==> config.mk <==
export PLATFORM = sky130hd
export DESIGN_NAME = mlp_pe_scheduler_flat
export DESIGN_NICKNAME = d
export VERILOG_FILES = /design/src/rtl/mlp_pkg.sv /design/src/rtl/mlp_pe_scheduler_if.sv /design/src/rtl/mlp_mask_gen.sv /design/src/rtl/mlp_pe_scheduler.sv /design/src/flat_wrapper.sv
export SDC_FILE = /design/constraint.sdc
export NUM_CORES = 1
export LEC_CHECK = 0
export CORE_MARGIN = 2
export CORE_UTILIZATION = 50
export CTS_CLUSTER_DIAMETER = 120
export DETAILED_ROUTE_END_ITERATION = 16
export GPL_TIMING_DRIVEN = 0
export HOLD_SLACK_MARGIN = 0.15
export PLACE_DENSITY = 0.77
export RECOVER_POWER = 50
export SYNTH_ARGS = -nofsm -noshare
export SYNTH_HDL_FRONTEND = slang
export SYNTH_SLANG_ARGS = --single-unit
==> constraint.sdc <==
create_clock -name clk -period 2.6 [get_ports clk]
set_input_delay 0.52 -clock clk [delete_from_list [all_inputs] [get_ports clk]]
set_output_delay 0.52 -clock clk [all_outputs]
set_load 0.005 [all_outputs]
==> src/rtl/mlp_pkg.sv <==
// mlp_pkg: shared state encoding, default MLP layer sizes and the constants derived from them.
package mlp_pkg;
    typedef enum logic [2:0] {S_IDLE, S_FETCH, S_CLEAR, S_MAC, S_WB, S_CHECK} state_t;

    function automatic int ceil_div(input int a, input int b);
        return (a + b - 1) / b;
    endfunction

    localparam int N_INPUTS_D   = 62;
    localparam int N_HIDDEN_D   = 30;
    localparam int N_OUTPUT_D   = 10;
    localparam int N_PE_D       = 10;
    localparam int N_TESTS_D    = 750;
    localparam int HID_FANIN_D  = N_INPUTS_D;
    localparam int OUT_FANIN_D  = N_HIDDEN_D;
    localparam int HID_GROUPS_D = (N_HIDDEN_D + N_PE_D - 1) / N_PE_D;
    localparam int OUT_GROUPS_D = (N_OUTPUT_D + N_PE_D - 1) / N_PE_D;
    localparam int IDX_W_D      = $clog2(HID_FANIN_D > OUT_FANIN_D ? HID_FANIN_D : OUT_FANIN_D);
    localparam int GRP_W_D      = $clog2(HID_GROUPS_D > OUT_GROUPS_D ? HID_GROUPS_D : OUT_GROUPS_D);
    localparam int TST_W_D      = $clog2(N_TESTS_D + 1);
endpackage

==> src/rtl/mlp_pe_scheduler_if.sv <==
// mlp_pe_scheduler_if: scheduler <-> sample loader / PE bank / layer buffer signalling.
interface mlp_pe_scheduler_if
    import mlp_pkg::*;
#(
    parameter int N_PE  = N_PE_D,
    parameter int IDX_W = IDX_W_D,
    parameter int GRP_W = GRP_W_D,
    parameter int TST_W = TST_W_D
);
    logic             sample_req;
    logic             sample_ack;
    logic [TST_W-1:0] test_idx;
    logic             w_valid;
    logic             layer;
    logic [GRP_W-1:0] group;
    logic [IDX_W-1:0] in_idx;
    logic             pe_clear;
    logic             pe_acc_en;
    logic [N_PE-1:0]  pe_mask;
    logic             wb_en;
    logic             pred_match;

    modport master (
        output sample_req, test_idx, layer, group, in_idx, pe_clear, pe_acc_en, pe_mask, wb_en,
        input  sample_ack, w_valid, pred_match
    );
    modport slave (
        input  sample_req, test_idx, layer, group, in_idx, pe_clear, pe_acc_en, pe_mask, wb_en,
        output sample_ack, w_valid, pred_match
    );
endinterface

==> src/rtl/mlp_mask_gen.sv <==
// mlp_mask_gen: flags the PEs of a group that map onto a real neuron of the current layer.
module mlp_mask_gen #(
    parameter int N_PE  = 10,
    parameter int GRP_W = 2
) (
    input  logic [GRP_W-1:0] group,
    input  logic [31:0]      neurons,
    output logic [N_PE-1:0]  mask
);
    always_comb begin
        mask = '0;
        for (int i = 0; i < N_PE; i++)
            mask[i] = (32'(group) * 32'(N_PE) + 32'(i)) < neurons;
    end
endmodule

==> src/rtl/mlp_pe_scheduler.sv <==
// mlp_pe_scheduler: time-multiplexes a shared MAC PE bank over the hidden and output layers per test vector.
// Define MLP_PE_SCHED_PERF_EN to add the stall_cnt / cycle_cnt performance counters.
module mlp_pe_scheduler
    import mlp_pkg::*;
#(
    parameter int N_INPUTS = N_INPUTS_D,
    parameter int N_HIDDEN = N_HIDDEN_D,
    parameter int N_OUTPUT = N_OUTPUT_D,
    parameter int N_PE     = N_PE_D,
    parameter int N_TESTS  = N_TESTS_D,
    parameter int IDX_W    = IDX_W_D,
    parameter int GRP_W    = GRP_W_D,
    parameter int TST_W    = TST_W_D
) (
    input  logic                     clk,
    input  logic                     rst,
    input  logic                     start,
    mlp_pe_scheduler_if.master       bus,
    output logic [TST_W-1:0]         correct_cnt,
    output logic                     busy,
    output logic                     done
`ifdef MLP_PE_SCHED_PERF_EN
    ,
    output logic [31:0]              stall_cnt,
    output logic [31:0]              cycle_cnt
`endif
);
    localparam int HID_GROUPS = ceil_div(N_HIDDEN, N_PE);
    localparam int OUT_GROUPS = ceil_div(N_OUTPUT, N_PE);

    state_t           state, state_n;
    logic [TST_W-1:0] test_q, test_n, corr_q, corr_n;
    logic [GRP_W-1:0] group_q, group_n, last_grp;
    logic [IDX_W-1:0] idx_q, idx_n, last_idx;
    logic             layer_q, layer_n, done_q, done_n;
    logic [N_PE-1:0]  mask;

    assign last_idx = layer_q ? IDX_W'(N_HIDDEN - 1) : IDX_W'(N_INPUTS - 1);
    assign last_grp = layer_q ? GRP_W'(OUT_GROUPS - 1) : GRP_W'(HID_GROUPS - 1);

    always_ff @(posedge clk or negedge rst) begin
        if (!rst) begin
            state   <= S_IDLE;
            test_q  <= '0;
            corr_q  <= '0;
            group_q <= '0;
            idx_q   <= '0;
            layer_q <= 1'b0;
            done_q  <= 1'b0;
        end else begin
            state   <= state_n;
            test_q  <= test_n;
            corr_q  <= corr_n;
            group_q <= group_n;
            idx_q   <= idx_n;
            layer_q <= layer_n;
            done_q  <= done_n;
        end
    end

    always_comb begin
        state_n = state;
        test_n  = test_q;
        corr_n  = corr_q;
        group_n = group_q;
        idx_n   = idx_q;
        layer_n = layer_q;
        done_n  = 1'b0;
        case (state)
            S_IDLE: if (start) begin
                state_n = S_FETCH;
                test_n  = '0;
                corr_n  = '0;
            end
            S_FETCH: if (bus.sample_ack) begin
                state_n = S_CLEAR;
                layer_n = 1'b0;
                group_n = '0;
            end
            S_CLEAR: begin
                state_n = S_MAC;
                idx_n   = '0;
            end
            // the index wraps to 0 on the last operand so it never shows fan-in
            S_MAC: if (bus.w_valid) begin
                idx_n   = (idx_q == last_idx) ? '0 : idx_q + 1'b1;
                state_n = (idx_q == last_idx) ? S_WB : S_MAC;
            end
            S_WB: begin
                state_n = (group_q != last_grp || !layer_q) ? S_CLEAR : S_CHECK;
                group_n = (group_q != last_grp) ? group_q + 1'b1 : '0;
                layer_n = layer_q | (group_q == last_grp);
            end
            S_CHECK: begin
                corr_n  = corr_q + TST_W'(bus.pred_match);
                done_n  = (test_q == TST_W'(N_TESTS - 1));
                state_n = done_n ? S_IDLE : S_FETCH;
                test_n  = done_n ? test_q : test_q + 1'b1;
            end
            default: state_n = S_IDLE;
        endcase
    end

    mlp_mask_gen #(.N_PE(N_PE), .GRP_W(GRP_W)) u_mask (
        .group   (group_q),
        .neurons (layer_q ? 32'(N_OUTPUT) : 32'(N_HIDDEN)),
        .mask    (mask)
    );

    assign busy           = state != S_IDLE;
    assign done           = done_q;
    assign correct_cnt    = corr_q;
    assign bus.sample_req = state == S_FETCH;
    assign bus.test_idx   = test_q;
    assign bus.layer      = layer_q;
    assign bus.group      = group_q;
    assign bus.in_idx     = idx_q;
    assign bus.pe_clear   = state == S_CLEAR;
    assign bus.pe_acc_en  = (state == S_MAC) && bus.w_valid;
    assign bus.pe_mask    = busy ? mask : '0;
    assign bus.wb_en      = state == S_WB;

`ifdef MLP_PE_SCHED_PERF_EN
    always_ff @(posedge clk or negedge rst) begin
        if (!rst) begin
            stall_cnt <= '0;
            cycle_cnt <= '0;
        end else if (state == S_IDLE) begin
            stall_cnt <= start ? '0 : stall_cnt;
            cycle_cnt <= start ? '0 : cycle_cnt;
        end else begin
            cycle_cnt <= cycle_cnt + 1;
            stall_cnt <= stall_cnt + 32'((state == S_MAC && !bus.w_valid) || (state == S_FETCH && !bus.sample_ack));
        end
    end
`endif
endmodule

==> src/flat_wrapper.sv <==
// flat-port wrapper written by rule: the top's interface ports become plain ports
module mlp_pe_scheduler_flat import mlp_pkg::*;
#(
    parameter int N_INPUTS = N_INPUTS_D,
    parameter int N_HIDDEN = N_HIDDEN_D,
    parameter int N_OUTPUT = N_OUTPUT_D,
    parameter int N_PE     = N_PE_D,
    parameter int N_TESTS  = N_TESTS_D,
    parameter int IDX_W    = IDX_W_D,
    parameter int GRP_W    = GRP_W_D,
    parameter int TST_W    = TST_W_D
)
  (clk, rst, start, correct_cnt, busy, done, bus_sample_req, bus_test_idx, bus_layer, bus_group, bus_in_idx, bus_pe_clear, bus_pe_acc_en, bus_pe_mask, bus_wb_en, bus_sample_ack, bus_w_valid, bus_pred_match);
  mlp_pe_scheduler_if #(.N_PE(N_PE), .IDX_W(IDX_W), .GRP_W(GRP_W), .TST_W(TST_W)) bus_i ();
  input  logic clk;
  input  logic rst;
  input  logic start;
  output logic [TST_W-1:0] correct_cnt;
  output logic busy;
  output logic done;
  output wire logic [$bits(bus_i.sample_req)-1:0] bus_sample_req;
  output wire logic [$bits(bus_i.test_idx)-1:0] bus_test_idx;
  output wire logic [$bits(bus_i.layer)-1:0] bus_layer;
  output wire logic [$bits(bus_i.group)-1:0] bus_group;
  output wire logic [$bits(bus_i.in_idx)-1:0] bus_in_idx;
  output wire logic [$bits(bus_i.pe_clear)-1:0] bus_pe_clear;
  output wire logic [$bits(bus_i.pe_acc_en)-1:0] bus_pe_acc_en;
  output wire logic [$bits(bus_i.pe_mask)-1:0] bus_pe_mask;
  output wire logic [$bits(bus_i.wb_en)-1:0] bus_wb_en;
  input wire logic [$bits(bus_i.sample_ack)-1:0] bus_sample_ack;
  input wire logic [$bits(bus_i.w_valid)-1:0] bus_w_valid;
  input wire logic [$bits(bus_i.pred_match)-1:0] bus_pred_match;
  assign bus_sample_req = bus_i.sample_req;
  assign bus_test_idx = bus_i.test_idx;
  assign bus_layer = bus_i.layer;
  assign bus_group = bus_i.group;
  assign bus_in_idx = bus_i.in_idx;
  assign bus_pe_clear = bus_i.pe_clear;
  assign bus_pe_acc_en = bus_i.pe_acc_en;
  assign bus_pe_mask = bus_i.pe_mask;
  assign bus_wb_en = bus_i.wb_en;
  assign bus_i.sample_ack = bus_sample_ack;
  assign bus_i.w_valid = bus_w_valid;
  assign bus_i.pred_match = bus_pred_match;
  mlp_pe_scheduler #(.N_INPUTS(N_INPUTS), .N_HIDDEN(N_HIDDEN), .N_OUTPUT(N_OUTPUT), .N_PE(N_PE), .N_TESTS(N_TESTS), .IDX_W(IDX_W), .GRP_W(GRP_W), .TST_W(TST_W)) u_core (.clk(clk), .rst(rst), .start(start), .bus(bus_i), .correct_cnt(correct_cnt), .busy(busy), .done(done));
endmodule
==> flow_summary.toml <==
[logic_synthesis]
yosys_warnings = 0
synth-edff-count = 0
syn_nets = 250
synth_ff_type = "dfrtp_1"
avgSynthCellArea_um2 = 9.370
ys_seq_area_share_pct = 38.48
synthDistinctLibCells = 48
postSynthCellCount = 229
ys_seq_elements = 33
synthArstFlopShare_pct = 100.0
netlist_area_mm2 = 0.002146

[pwr]
ir_worst_vdd_mv = 0.4133
netSwitchingFraction_pct = 35.04
combPwrFrac_pct = 41.2
leakagePower_nw = 1.320
p_int_mw = 1.275
clock_power_share_pct = 19.0
p_sw_mw = 0.6876
powerDensity_mw_per_mm2 = 687.7
power_frac_seq_pct = 39.8

[routing]
routed_via_density = 5.537
postRouteWirelength_um = 4814
dr.pass1.iters = 4
drt_iter0_markers = 116
wl_per_cell_um = 14.12
vias = 1888
drc = 0
ant_nets = 0

[placed_design]
io_buffers = 50
hpwl_um = 3338
gp_congestion = 0.8256
place_ws_ns = -0.1389
placed_cells = 329

[grt]
grt_usage_pct = 20.74
grt_pass1_vias = 1746
gr-total-overflow = 0
antenna_found_initial = 0
grt_max_degree = 34
grt_pass1_wl_um = 8135

[die]
fp.dieW_um = 69.51
core-area_mm2 = 0.004058
pin_count = 51
rows = 23
initial_core_util_pct = 52.88
dieArea_mm2 = 0.004832
dieHeight_um = 69.51

[setup_path]
worstPathMaxFanout = 3
worstPathRequired_ns = 2.08
crit_path_start_kind = "flip-flop"
cp_top_family = "adder cells"
path_cells = "fa_1, a21oi_2, nor2_1, nor4_2, buf_4, dlygate4sd2_1"
critical_path_class = "reg -> out"
slowest_stage = "fa_1"
endpoint_kind = "output port"
cp_slowest_stage_delay_ns = 0.52
crit_arrival_ns = 2.00
cp.buffers_inverters = 2

[final_layout]
final_common_cell = "clkdlybuf4s50_1"
layout-drive-gt1-share_pct = 15.46
final_cell_mix = "clkdlybuf4s50_1, dfrtp_1, nand2_1, o21ai_0, nor2_1"
final_cells = 341
n_antenna_cell = 0
num-fill-cells = 339
areaGrowthSynthToFinish_pct = 33.00
layout.nets = 311

[run_status]
status = "finished, violations left"
violations = "capacitance limit, slew limit"

[sta]
worst_slack_ns = 0.08164
timing.fmax_mhz = 397.1
layout_min_cycle_time_ns = 2.518
slew_headroom_pct = -19.41
worst_pin_slew_ns = 1.791
period_share_pct = 96.86
finalSetupViolCount = 0
hold_violations = 0
grt_setup_unrepaired = "no"
drv_slew = 34
clock_skew_ns = 0.006426

[clock_network]
clockRootBuffer = "clkbuf_8"
cts_buffer_depth = 2
cts_max_level = 2
clk_latency_ns = 0.29
clkSinkCount = 33
tritoncts = "built"
clk_pin_slew_ns = 0.07
numCtsBuffers = 5

[job]
max_cap_violations = 1

[min_path]
min_path_type = "reg -> reg"
[path summary, 6_finish.rpt]
path	start	end	slack, ns	depth (start not counted)
min in group asynchronous	rst	u_core.correct_cnt[9]	0.70	1
min	u_core.correct_cnt[9]	u_core.correct_cnt[9]	0.49	1
min reg2reg	u_core.correct_cnt[9]	u_core.correct_cnt[9]	0.49	1
max	u_core.bus.group[0]	bus_pe_mask[3]	0.08	6
max reg2reg	u_core.bus.layer	u_core.bus.in_idx[5]	0.75	6
max in group asynchronous	rst	u_core.bus.group[1]	0.73	1
[final cells by class]
type / count / area (µm²) / share of cell area [%]
inverter: 10 / 37.54 / 1.315
clock buffer: 6 / 72.57 / 2.543
multi-input combinational: 171 / 1226 / 42.96
tap: 50 / 62.56 / 2.192
clock inverter: 2 / 10.01 / 0.3507
sequential: 33 / 829.5 / 29.07
timing repair buffer: 55 / 523.0 / 18.33
buffer: 14 / 92.59 / 3.244
[through the flow]
step	hold WS, ns	power [mW]	cell area (µm²)	TNS (ns)	util [%]
floorplan	0.2244	1.186	2146	0	-
global placement	0.4744	1.591	2709	-0.1717	66.76
detailed placement	0.4858	1.603	2704	-0.2668	66.64
CTS	0.3189	1.978	2838	0	69.94
global route	0.5294	2.109	2854	0	70.34
finish	0.4886	1.963	2854	0	70.34
[registers in the layout, summed over array words and instances (netlist names)]
| name | flops |
|---|---|
| u_core.bus.group | 2 |
| u_core.bus.in_idx | 6 |
| u_core.bus.layer | 1 |
| u_core.bus.test_idx | 10 |
| u_core.correct_cnt | 10 |
| u_core.done | 1 |
| u_core.state | 3 |
[synth_stat cells, types with 2 or more instances]
master    count  share of area, %
a21oi_1       6               1.4
a22o_1        4               1.6
a31o_2        2              0.82
a32oi_1       2              0.82
and2_1        3              0.87
and3_1        9               2.6
buf_2         3              0.70
buf_4        10               3.5
clkbuf_1      2              0.35
dfrtp_1      33                38
ha_1         14               8.2
inv_1        10               1.7
mux2_2        2               1.0
mux2i_1       5               2.3
nand2_1      24               4.2
nand2b_1      4               1.2
nand3_1      11               2.6
nand3b_1      2              0.70
nand4_1       3              0.87
nand4_2       2               1.2
nor2_1       18               3.1
nor2b_1       3              0.87
nor3_1        4              0.93
o211ai_1      2              0.70
o21a_1        2              0.70
o21ai_0      18               4.2
o31ai_1       6               2.1
or3_1         2              0.58
xnor2_1       4               1.6
[cell families (layout without fill, tap and decap cells)]
group	count (synthesis)	after routing	share of synthesized area, %
simple gates	96	96	25.60
compound gates	48	48	15.10
flops	33	33	38.48
buf+inv	25	87	6.297
fa+ha+maj	15	15	9.096
mux	7	7	3.382
xor+xnor	5	5	2.041
[layer usage]
layer | track usage [%] | vias up | part of all wire, % | wire length [µm]
met3 | 4.942 | 5 | 4.4 | 214
met2 | 32.48 | 43 | 48 | 2329
met1 | 28.26 | 898 | 46 | 2211
li1 | - | 942 | - | -
met4 | 6.972 | 0 | 1.2 | 59
met5 | 0 | - | 0 | 0
[power groups by stage]
stage                     Clock [mW]  Combinational, mW  Sequential [mW]
final                          0.373              0.809            0.781
after global routing           0.411              0.894            0.804
after CTS                      0.385              0.813            0.780
after detailed placement           0              0.817            0.786
after global placement             0              0.808            0.783
after floorplan                    0              0.416            0.769
[timing repair]
| action | CTS | global route |
|---|---|---|
| hold buffers | 0 | 0 |
| pin swaps | 5 | 4 |
| setup buffers | 4 | 1 |
| endpoints found under the setup margin | 11 | 8 |
| resized for setup | 12 | 3 |
| gates cloned | 0 | 0 |
No activity file was read; power rests on OpenSTA's default activity.
